`config.mk`:
```
export PLATFORM = sky130hd
export DESIGN_NAME = ir_xmit
export DESIGN_NICKNAME = d
export VERILOG_FILES = /design/src/rtl/ir_xmit.sv
export SDC_FILE = /design/constraint.sdc
export NUM_CORES = 1
export LEC_CHECK = 0
export CORE_ASPECT_RATIO = 0.7
export CORE_UTILIZATION = 50
export DETAILED_ROUTE_END_ITERATION = 8
export PLACE_DENSITY_LB_ADDON = 0.05
export SYNTH_ARGS = -nofsm -noshare
export SYNTH_HDL_FRONTEND = slang
export SYNTH_SLANG_ARGS = --single-unit
```
`constraint.sdc`:
```
create_clock -name clk27 -period 2 [get_ports clk27]
set_input_delay 0.3 -clock clk27 [delete_from_list [all_inputs] [get_ports clk27]]
set_output_delay 0.3 -clock clk27 [all_outputs]
set_load 0.005 [all_outputs]
```
`src/rtl/ir_xmit.sv`:
```
`default_nettype none
// +--------------------------------------------------------------------------+
// | Module   : ir_xmit                                                       |
// | Purpose  : NEC-protocol IR transmitter. Encodes a 16-bit address/command |
// |            or a repeat code into a timed mark/space envelope and a       |
// |            38 kHz carrier-modulated LED drive, with busy/done handshake. |
// | Revision : 1.0 - initial release                                         |
// +--------------------------------------------------------------------------+
module ir_xmit #(
  parameter int UNIT_CYCLES  = 15188,
  parameter int CARRIER_HALF = 355,
  parameter int GAP_UNITS    = 72
) (
  input  logic        clk27,
  input  logic        reset_n,
  input  logic [15:0] tx_code,
  input  logic        tx_repeat,
  input  logic        tx_req,
  output logic        tx_busy,
  output logic        tx_done,
  output logic [7:0]  tx_cnt,
  output logic        ir_tx_env,
  output logic        ir_tx_mod
);

  localparam int UW = (UNIT_CYCLES  > 1) ? $clog2(UNIT_CYCLES)  : 1;
  localparam int CW = (CARRIER_HALF > 1) ? $clog2(CARRIER_HALF) : 1;
  localparam logic [UW-1:0] UNIT_LAST = UW'(UNIT_CYCLES - 1);
  localparam logic [CW-1:0] CAR_LAST  = CW'(CARRIER_HALF - 1);
  localparam logic [7:0]    GAP_LAST  = 8'(GAP_UNITS - 1);

  typedef enum logic [2:0] {
    S_IDLE       = 3'd0,
    S_LEAD_MARK  = 3'd1,
    S_LEAD_SPACE = 3'd2,
    S_REP_SPACE  = 3'd3,
    S_BIT_MARK   = 3'd4,
    S_BIT_SPACE  = 3'd5,
    S_STOP_MARK  = 3'd6,
    S_GAP        = 3'd7
  } state_t;

  state_t          state_q, state_d;
  logic [UW-1:0]   unit_q, unit_d;
  logic [7:0]      dur_q, dur_d;
  logic [4:0]      bit_q, bit_d;
  logic [31:0]     sr_q, sr_d;
  logic            rep_q, rep_d;
  logic [CW-1:0]   car_q, car_d;
  logic            phase_q, phase_d;
  logic            busy_q, busy_d;
  logic            done_q, done_d;
  logic [7:0]      cnt_q, cnt_d;
  logic            env_q, env_d;
  logic            mod_q, mod_d;

  logic            tick;
  logic            last;
  logic            mark_d;
  logic [7:0]      len_m1;

  // State and datapath registers; reset abandons any frame in progress.
  always_ff @(posedge clk27 or negedge reset_n) begin
    if (!reset_n) begin
      state_q <= S_IDLE;
      unit_q  <= '0;
      dur_q   <= '0;
      bit_q   <= '0;
      sr_q    <= '0;
      rep_q   <= 1'b0;
      car_q   <= '0;
      phase_q <= 1'b0;
      busy_q  <= 1'b0;
      done_q  <= 1'b0;
      cnt_q   <= '0;
      env_q   <= 1'b0;
      mod_q   <= 1'b0;
    end else begin
      state_q <= state_d;
      unit_q  <= unit_d;
      dur_q   <= dur_d;
      bit_q   <= bit_d;
      sr_q    <= sr_d;
      rep_q   <= rep_d;
      car_q   <= car_d;
      phase_q <= phase_d;
      busy_q  <= busy_d;
      done_q  <= done_d;
      cnt_q   <= cnt_d;
      env_q   <= env_d;
      mod_q   <= mod_d;
    end
  end

  // Next-state logic: unit timebase, frame sequencing, carrier and outputs.
  always_comb begin
    state_d = state_q;
    unit_d  = unit_q;
    dur_d   = dur_q;
    bit_d   = bit_q;
    sr_d    = sr_q;
    rep_d   = rep_q;
    car_d   = car_q;
    phase_d = phase_q;
    done_d  = 1'b0;
    cnt_d   = cnt_q;

    tick = (unit_q == UNIT_LAST);

    // Length of the current state in units, minus one.
    case (state_q)
      S_LEAD_MARK:  len_m1 = 8'd15;
      S_LEAD_SPACE: len_m1 = 8'd7;
      S_REP_SPACE:  len_m1 = 8'd3;
      S_BIT_SPACE:  len_m1 = sr_q[0] ? 8'd2 : 8'd0;
      S_GAP:        len_m1 = GAP_LAST;
      default:      len_m1 = 8'd0;
    endcase
    last = tick && (dur_q == len_m1);

    if (state_q == S_IDLE) begin
      unit_d = '0;
      dur_d  = '0;
      // A request in the tx_done cycle waits for the next IDLE cycle.
      if (tx_req && !done_q) begin
        state_d = S_LEAD_MARK;
        sr_d    = {~tx_code[7:0], tx_code[7:0], ~tx_code[15:8], tx_code[15:8]};
        rep_d   = tx_repeat;
        bit_d   = '0;
      end
    end else begin
      unit_d = tick ? '0 : unit_q + 1'b1;
      if (last) begin
        dur_d = '0;
        case (state_q)
          S_LEAD_MARK:  state_d = rep_q ? S_REP_SPACE : S_LEAD_SPACE;
          S_LEAD_SPACE: state_d = S_BIT_MARK;
          S_BIT_MARK:   state_d = S_BIT_SPACE;
          S_BIT_SPACE: begin
            sr_d    = sr_q >> 1;
            bit_d   = bit_q + 5'd1;
            state_d = (bit_q == 5'd31) ? S_STOP_MARK : S_BIT_MARK;
          end
          S_REP_SPACE:  state_d = S_STOP_MARK;
          S_STOP_MARK:  state_d = S_GAP;
          S_GAP: begin
            state_d = S_IDLE;
            done_d  = 1'b1;
            cnt_d   = cnt_q + 8'd1;
          end
          default:      state_d = S_IDLE;
        endcase
      end else if (tick) begin
        dur_d = dur_q + 8'd1;
      end
    end

    mark_d = (state_d == S_LEAD_MARK) || (state_d == S_BIT_MARK) ||
             (state_d == S_STOP_MARK);

    // Every mark begins on a fresh carrier half-period with the carrier high.
    if (mark_d && (state_d != state_q)) begin
      car_d   = '0;
      phase_d = 1'b1;
    end else if (car_q == CAR_LAST) begin
      car_d   = '0;
      phase_d = ~phase_q;
    end else begin
      car_d   = car_q + 1'b1;
    end

    busy_d = (state_d != S_IDLE);
    env_d  = mark_d;
    mod_d  = mark_d & phase_d;
  end

  assign tx_busy   = busy_q;
  assign tx_done   = done_q;
  assign tx_cnt    = cnt_q;
  assign ir_tx_env = env_q;
  assign ir_tx_mod = mod_q;

endmodule
`default_nettype wire

```
# Word-level counts from Yosys, hierarchy flattened
# Index checks and enable logic that the tools add are counted.
# W data, S select, Z words.
# classes
add_sub_neg,5
eq_ne,16
mux,28
n_bitwise,5
reduce_logical,14
# op_table
cell,count
$mux W32,4
$pmux W7 S5,1
$mux W14,2
$mux W8,3
$mux W5,4
$eq A3 B3 Y1 const B,6
$mux W9,2
$pmux W3 S6,1
$add A8 B1 Y8 const B,2
$not A8 Y8,2
$add A14 B1 Y14 const B,1
$eq A14 B14 Y1 const B,1
$add A9 B1 Y9 const B,1
$eq A9 B9 Y1 const B,1
$mux W3,3
$eq A8 B8 Y1,1
$eq A3 B1 Y1 const B,2
$eq A3 B2 Y1 const B,2
$mux W1,6
$reduce_and A3 Y1,2
$reduce_bool A3 Y1,2
$add A5 B1 Y5 const B,1
$eq A5 B5 Y1 const B,1
$mux W2,2
10 further kinds,15
# word_totals
regBits,85
inputBits,20
output_inout_bits,12
wordCells,81

# Logic depth before layout (Yosys ltp)
# Gate-level depths: netlist (run 1).
# logic_depth
depth_word,12
ltp_mapped,10
mapped_depth_nobuf,8

# Worst setup path before layout (run 1)
# Ideal clock, no wire load.
# synth_timing
kind,flip-flop to flip-flop
start,reg state_q[1]
end,reg busy_q (netlist: tx_busy)
setup_time_ns,0.131
arrival_ns,2.034
t_required_ns,1.869
slack_ns,-0.165
stages_incl_launch_ff,10
path_buffers,2
period_less_slack_ns,2.165
path_cell_list,dfrtp_1 -> buf_2 -> buf_4 -> nor3_2 -> a211oi_2 -> o32ai_2 -> nand3_4 -> a211oi_4 -> inv_2 -> or3_1
# synth_between
elab_chain_cells,7
# synth_rtl
item,line,source
from (decl),43,"state_t state_q, state_d;"
from (signal assigned),79,state_q <= state_d;
$eq A3 B3 Y1 (tied with other cells),111,case (state_q)
$pmux W7 S5,111,
$eq A8 B8 Y1,119,last = tick && (dur_q == len_m1);
$logic_and A1 B1 Y1,119,
$mux W3,133,if (last) begin
$mux W3 *,121,if (state_q == S_IDLE) begin
via state_d[0],43,
$reduce_bool A3 Y1 *,172,busy_d = (state_d != S_IDLE);
via busy_d,51,"logic busy_q, busy_d;"
to (signal assigned),87,busy_q <= busy_d;
to (decl),51,
# The timed path passes the listed nets; every way through them passes the cells marked *.
# A chain may end at the register's enable or synchronous reset.

# Worst setup path in the final report (run 1)
# layout_timing
start,reg state_q[0]
end,reg phase_q
# layout_between
elab_chain_cells,11
# layout_rtl
item,line,source
$eq A3 B3 Y1 (tied with other cells),111,
$pmux W7 S5,111,
$eq A8 B8 Y1,119,
$logic_and A1 B1 Y1,119,
$mux W3,133,
$mux W3,121,
$eq A3 B1 Y1 / $eq A3 B3 Y1 (equally long branches),158,mark_d = (state_d == S_LEAD_MARK) || (state_d == S_BIT_MARK) ||
$logic_or A1 B1 Y1 (2 in series),158,
$logic_and A1 B1 Y1 *,162,if (mark_d && (state_d != state_q)) begin
$mux W1 *,162,
via phase_d,50,"logic phase_q, phase_d;"
to (signal assigned),86,phase_q <= phase_d;
to (decl),50,
# Marked as above.

==> results of run 1 <==
layer usage:
layer / share of wire (%) / wire (um) / GRT usage [%]
met1: 48 / 5050 / 36.0
met2: 46 / 4830 / 39.9
met4: 1.6 / 171 / 8.11
met3: 4.2 / 440 / 5.88
met5: 0 / 0 / 0
placed cells by master (no fill, tap or decap), drive strengths merged, types with 11 or more instances in the layout:
master / count
nand3: 17
clkbuf: 11
buf: 81
xnor2: 13
o21ai: 11
clkdlybuf4s50: 30
nand2: 55
inv: 12
a31oi: 16
dfrtp: 85
nor2: 72
xor2: 20
a21oi: 47
kinds of logic (layout without fill, tap and decap cells):
kind of cell,Yosys count,in the layout
mux,2,2
compound gates,95,97
xor+xnor,33,33
simple gates,193,193
buf+inv,31,139
fa+ha+maj,7,7
flops,85,85
registers in the layout, indices dropped and copies added (netlist names):
name,count
sr_q,32
dur_q,8
phase_q,1
bit_q,5
car_q,9
state_q,3
tx_cnt,8
rep_q,1
unit_q,14
tx_done,1
ir_tx_mod,1
tx_busy,1
ir_tx_env,1
critical path, cell delays in order, from the launching register on:
cell	delay, ns
dfrtp_2	0.49
buf_4	0.18
nor3_2	0.22
a211oi_2	0.08
o32a_1	0.27
or3_1	0.41
o221a_4	0.27
a21oi_4	0.20
a21bo_1	0.16
through the flow:
stage | utilization (%) | total power (W) | setup TNS [ns]
floorplan | - | 0.00304 | -0.783
global placement | 63.2 | 0.00338 | -14.79
detailed placement | 63.2 | 0.00343 | -18.57
CTS | 72.2 | 0.00530 | -14.39
global route | 73.0 | 0.00560 | -21.81
finish | 73.0 | 0.00530 | -16.01
power by group:
part / switching (W) / total [W] / internal, W
sequential: 0.000275 / 0.00239 / 0.00211
combinational: 0.000579 / 0.00115 / 0.000568
clock: 0.000644 / 0.00176 / 0.00112
total: 0.00150 / 0.00530 / 0.00380
how the worst max path moves through the flow:
stage                     from  cells past startpoint       end
detailed placement  state_q[1]                      8  car_q[5]
global placement    state_q[0]                      8  car_q[3]
finish              state_q[0]                      8   phase_q
floorplan           state_q[1]                      9  car_q[0]
CTS                  unit_q[7]                      9  car_q[5]
global route        state_q[0]                      8  car_q[7]
final cells by class:
type / count / area, um^2
Tap cell: 101 / 126
Fill cell: 559 / 2160
Clock buffer: 11 / 243
Sequential cell: 85 / 2130
Multi-Input combinational cell: 332 / 2130
Clock inverter: 4 / 72.6
Inverter: 12 / 45.0
Timing Repair Buffer: 112 / 1090
timing repair:
item | CTS | global route
buffers inserted | 17 | 0
cloned | 6 | 0
hold buffers | 1 | 0
setup endpoints to repair | 80 | 82
hold endpoints to repair | 30 | 0
gates resized for setup | 28 | 19
pin swaps | 16 | 4
==> flow_summary.yaml, run 1 <==
outcome:
  outcome: "complete, but fails checks"
  violations: "DRC, setup timing"
timing:
  drv_slew: 0
  layout_setup_ws_ns: -0.345
  tightest_slew_ns: 0.447
  setup_viol: 66
  fmax_ghz: 0.426
  hold_viol: 0
  relSlewSlack_pct: 70.2
  finalCritPeriodShare_pct: 117
  min_period_ns: 2.35
  holdWs_ns: 0.449
  skew_ns: 0.00511
  rsz0062_at_grt: "yes"
global_routing:
  first_global_vias: 3506
  antenna_found_initial: 0
  gr-total-overflow: 0
  grt_pass1_wl_mm: 17.5
  globalRouteTotalUtil_pct: 25.7
  grt_max_degree: 50
logic_synthesis:
  yosysMostFrequentCell: "dfrtp_1"
  synth_area_um2: 4210
  syn_nets: 473
  synth-seq-cells: 85
  yosysSeqAreaShare_pct: 50.6
  syn_avg_cell_area_um2: 9.43
  synthDistinctLibCells: 56
  synthTopCellsByArea: "dfrtp_1 (51%), nor2_1 (6.3%), a21oi_1 (5.4%), nand2_1 (4.9%), xor2_1 (4.2%)"
  ys_top_cells_by_count: "dfrtp_1 (85), nor2_1 (71), nand2_1 (55)"
  synth_mux_area_share_pct: 0.506
  synth-adder-area-share_pct: 2.08
  synth.largest_area_cell: "dfrtp_1"
  synth-xor-area-share_pct: 6.87
  synth_top_family_by_area: "simple AND/OR/NAND/NOR gates"
  synth_warnings: 0
  yosys_most_used_dff: "dfrtp_1"
  synth_cells: 446
  synthSimpleGateAreaFrac_pct: 22.0
  synth_top_area_share_pct: 50.6
  ys_async_sr_fraction_pct: 100
  synth_compound_area_share_pct: 14.7
  synth_edf_count: 0
clock_tree:
  cts.htree.levels: 3
  clock_latency_ns: 0.34
  clock_sinks: 85
  cts.path.max_buffers: 2
  cts.clk_slew.worst_paths_ns: 0.06
  cts_inserted_buffers: 9
  cts_tree: "yes"
  cts-root-buf: "clkbuf_16"
die:
  ios: 32
  die_h_um: 78.7
  start_util_pct: 52.5
  dieArea_um2: 8790
  rows: 27
  fp.coreArea_um2: 8010
  die_w_um: 112
setup_path:
  arrival_ns: 2.61
  worstPathMaxFanout: 10
  r2r_end: "phase_q"
  r2r_slack_ns: -0.35
  critPathKind: "flop to flop"
  endpoint_kind: "flop"
  required_ns: 2.27
  r2r-start: "state_q[0]"
  rr_worst_depth: 8
  cp-start-kind: "flop"
layout:
  fin_area_um2: 5840
  fin_cells: 657
  fin_nets: 579
  syn2layout_area_growth_pct: 38.9
  antenna_cells: 0
  drive_above_1_share_pct: 24.3
route:
  antenna_left: 0
  wirelength_mm: 10.5
  drtIter0Drc: 202
  drc_errors: 3
  drtPass1Iterations: 6
  wl_per_cell_um: 16.0
  vias: 3602
  vias_per_cell: 5.48
power:
  peakVddDrop_uv: 630
  p_leak_nw: 2.63
  power_density_nw_per_um2: 907
placed_design:
  place_hpwl_mm: 6.35
  dp_slack_ns: -0.405
  dp.cells: 619
  gp_congestion: 0.813
  port_buffers: 31
  dpl_cell_area_um2: 5060
hold_path:
  hp-class: "input port to asynchronous set/reset pin"
run:
  drv_cap: 0
Power figures use the tool's default switching activity.
==> run 2: changes to the inputs <==
--- a/config.mk
+++ b/config.mk
@@ -5,9 +5,9 @@
 export SDC_FILE = /design/constraint.sdc
 export NUM_CORES = 1
 export LEC_CHECK = 0
-export CORE_ASPECT_RATIO = 0.7
 export CORE_UTILIZATION = 50
 export DETAILED_ROUTE_END_ITERATION = 8
+export GPL_ROUTABILITY_DRIVEN = 0
 export PLACE_DENSITY_LB_ADDON = 0.05
 export SYNTH_ARGS = -nofsm -noshare
 export SYNTH_HDL_FRONTEND = slang
==> run 2 against run 1 <==
The run ends with setup timing left. Critical path depth unchanged. Sequential power grew 3%. Setup slack worse by 0.015 ns. Count of clock-buffer cells in the layout down 1. Die area is essentially flat. First-iteration DRC count grew 6.4%. Utilization up 4.1 points. Clock power decreased by 37%. Sequential share of layout area shrank 2.6 points. Total power decreased by 4.1%. Wire length rose by 8.0%.
==> flow_summary.yaml, run 2 (synthesized netlist as in run 1, its figures left out) <==
route:
  met2WireLength_mm: 6.01
  wl_met1_mm: 4.84
  highest_layer: "met4"
  drc_errors: 0
  wl_per_cell_um: 16.8
  drtIter0Drc: 215
  vias_per_cell: 5.53
  vias: 3718
  drtPass1Iterations: 4
  antenna_left: 0
  route.met3.wl_um: 320
  wirelength_mm: 11.3
placed_design:
  port_buffers: 31
  dpl_cell_area_um2: 5020
  place_hpwl_mm: 6.07
timing:
  min_period_ns: 2.36
  fmax_ghz: 0.424
  relSlewSlack_pct: 74.8
  setup_viol: 65
  finalCritPeriodShare_pct: 118
  hold_viol: 0
  rsz0062_at_grt: "yes"
  drv_slew: 0
  tightest_slew_ns: 0.374
  layout_setup_ws_ns: -0.360
  skew_ns: 0.0112
layout:
  largest-register: "sr_q"
  top_regs: "sr_q x32, unit_q x14, car_q x9"
  final_core_util_pct: 77.1
  antenna_cells: 0
  drive_above_1_share_pct: 36.7
  fin_nets: 590
  fin_area_um2: 6300
  syn2layout_area_growth_pct: 49.8
  final_cell_mix: "dfrtp_1 (81), buf_4 (59), nand2_1 (54), nor2_1 (50), clkdlybuf4s50_1 (30)"
  largest_reg_flops: 32
  layout_commonest_cell: "dfrtp_1"
die:
  rows: 33
  fp.coreArea_um2: 8180
  start_util_pct: 51.5
  die_w_um: 93.7
  ios: 32
  die_h_um: 93.7
  dieArea_um2: 8780
power:
  p_leak_nw: 2.71
  power_density_nw_per_um2: 806
  peakVddDrop_uv: 618
run:
  drv_cap: 0
global_routing:
  globalRouteTotalUtil_pct: 25.8
  grt_pass1_wl_mm: 17.3
  gr-total-overflow: 0
  grt_max_degree: 53
  first_global_vias: 3632
  antenna_found_initial: 0
setup_path:
  rr_worst_depth: 8
  r2r_slack_ns: -0.36
  required_ns: 2.23
  arrival_ns: 2.59
  worstPathMaxFanout: 7
  r2r-start: "state_q[0]"
  cp-start-kind: "flop"
  critPathKind: "flop to flop"
  r2r_end: "car_q[4]"
  endpoint_kind: "flop"
clock_tree:
  cts.clk_slew.worst_paths_ns: 0.09
  cts_tree: "yes"
  cts.htree.levels: 3
  cts.path.max_buffers: 2
  cts_inserted_buffers: 9
  clock_sinks: 85
  clock_latency_ns: 0.36
  cts-root-buf: "clkbuf_8"
outcome:
  violations: "setup timing"
  outcome: "complete, but fails checks"
hold_path:
  hp-class: "input port to asynchronous set/reset pin"
run 2: worst max path at each step:
| stage | start | endpoint | slack [ns] | depth (start not counted) |
|---|---|---|---|---|
| final | state_q[0] | car_q[4] | -0.36 | 8 |
| after CTS | state_q[0] | car_q[1] | -0.24 | 7 |
| after global routing | unit_q[10] | sr_q[16] | -0.44 | 10 |
| after global placement | unit_q[3] | ir_tx_mod | -0.28 | 8 |
| after detailed placement | unit_q[3] | car_q[1] | -0.41 | 8 |
| after floorplan | state_q[1] | car_q[0] | -0.07 | 9 |
run 2: layout make-up:
type	instances	area, um^2
Multi-Input combinational cell	332	2540
Sequential cell	85	2130
Fill cell	530	1870
Timing Repair Buffer	123	1270
Clock buffer	10	138
Tap cell	105	131
Inverter	12	47.5
Clock inverter	5	36.3
run 2: timing repair:
item | CTS | global route
buffers inserted | 22 | 12
cloned | 9 | 0
pin swaps | 20 | 25
hold buffers | 1 | 0
endpoints found under the hold margin | 10 | 0
gates resized for setup | 81 | 69
setup endpoints to repair | 78 | 82
run 2: per-layer routing:
layer  global-route usage [%]  up-vias
met4                     7.05        0
met2                     43.3       52
met3                     6.63       15
met1                     33.0     1868
li1                         -     1783
met5                        0        -
run 2: power breakdown:
part	internal (W)	leakage (nW)	switching (W)	total, W
Combinational	0.000752	1.60	0.000745	0.00150
Clock	0.000480	0.0808	0.000634	0.00111
Sequential	0.00211	1.03	0.000357	0.00247
Total	0.00334	2.71	0.00174	0.00508
run 2: through the flow:
| step | instances | setup slack (ns) | hold slack (ns) | power [W] | setup TNS [ns] |
|---|---|---|---|---|---|
| global route | 672 | -0.438 | 0.318 | 0.00537 | -21.11 |
| CTS | 662 | -0.239 | 0.288 | 0.00477 | -10.49 |
| floorplan | 446 | -0.0716 | 0.00441 | 0.00304 | -0.783 |
| finish | 672 | -0.360 | 0.306 | 0.00508 | -15.77 |
| global placement | 616 | -0.281 | 0.152 | 0.00338 | -13.17 |
| detailed placement | 616 | -0.415 | 0.156 | 0.00342 | -14.76 |
run 2: critical path, cell delays in order, from the launching register on:
cell and delay [ns]:
dfrtp_2 0.50, buf_6 0.16, nor3_4 0.23, a211oi_4 0.08, o32a_1 0.27, or3_4 0.41
o221a_4 0.26, a21oi_4 0.20, a21oi_1 0.10
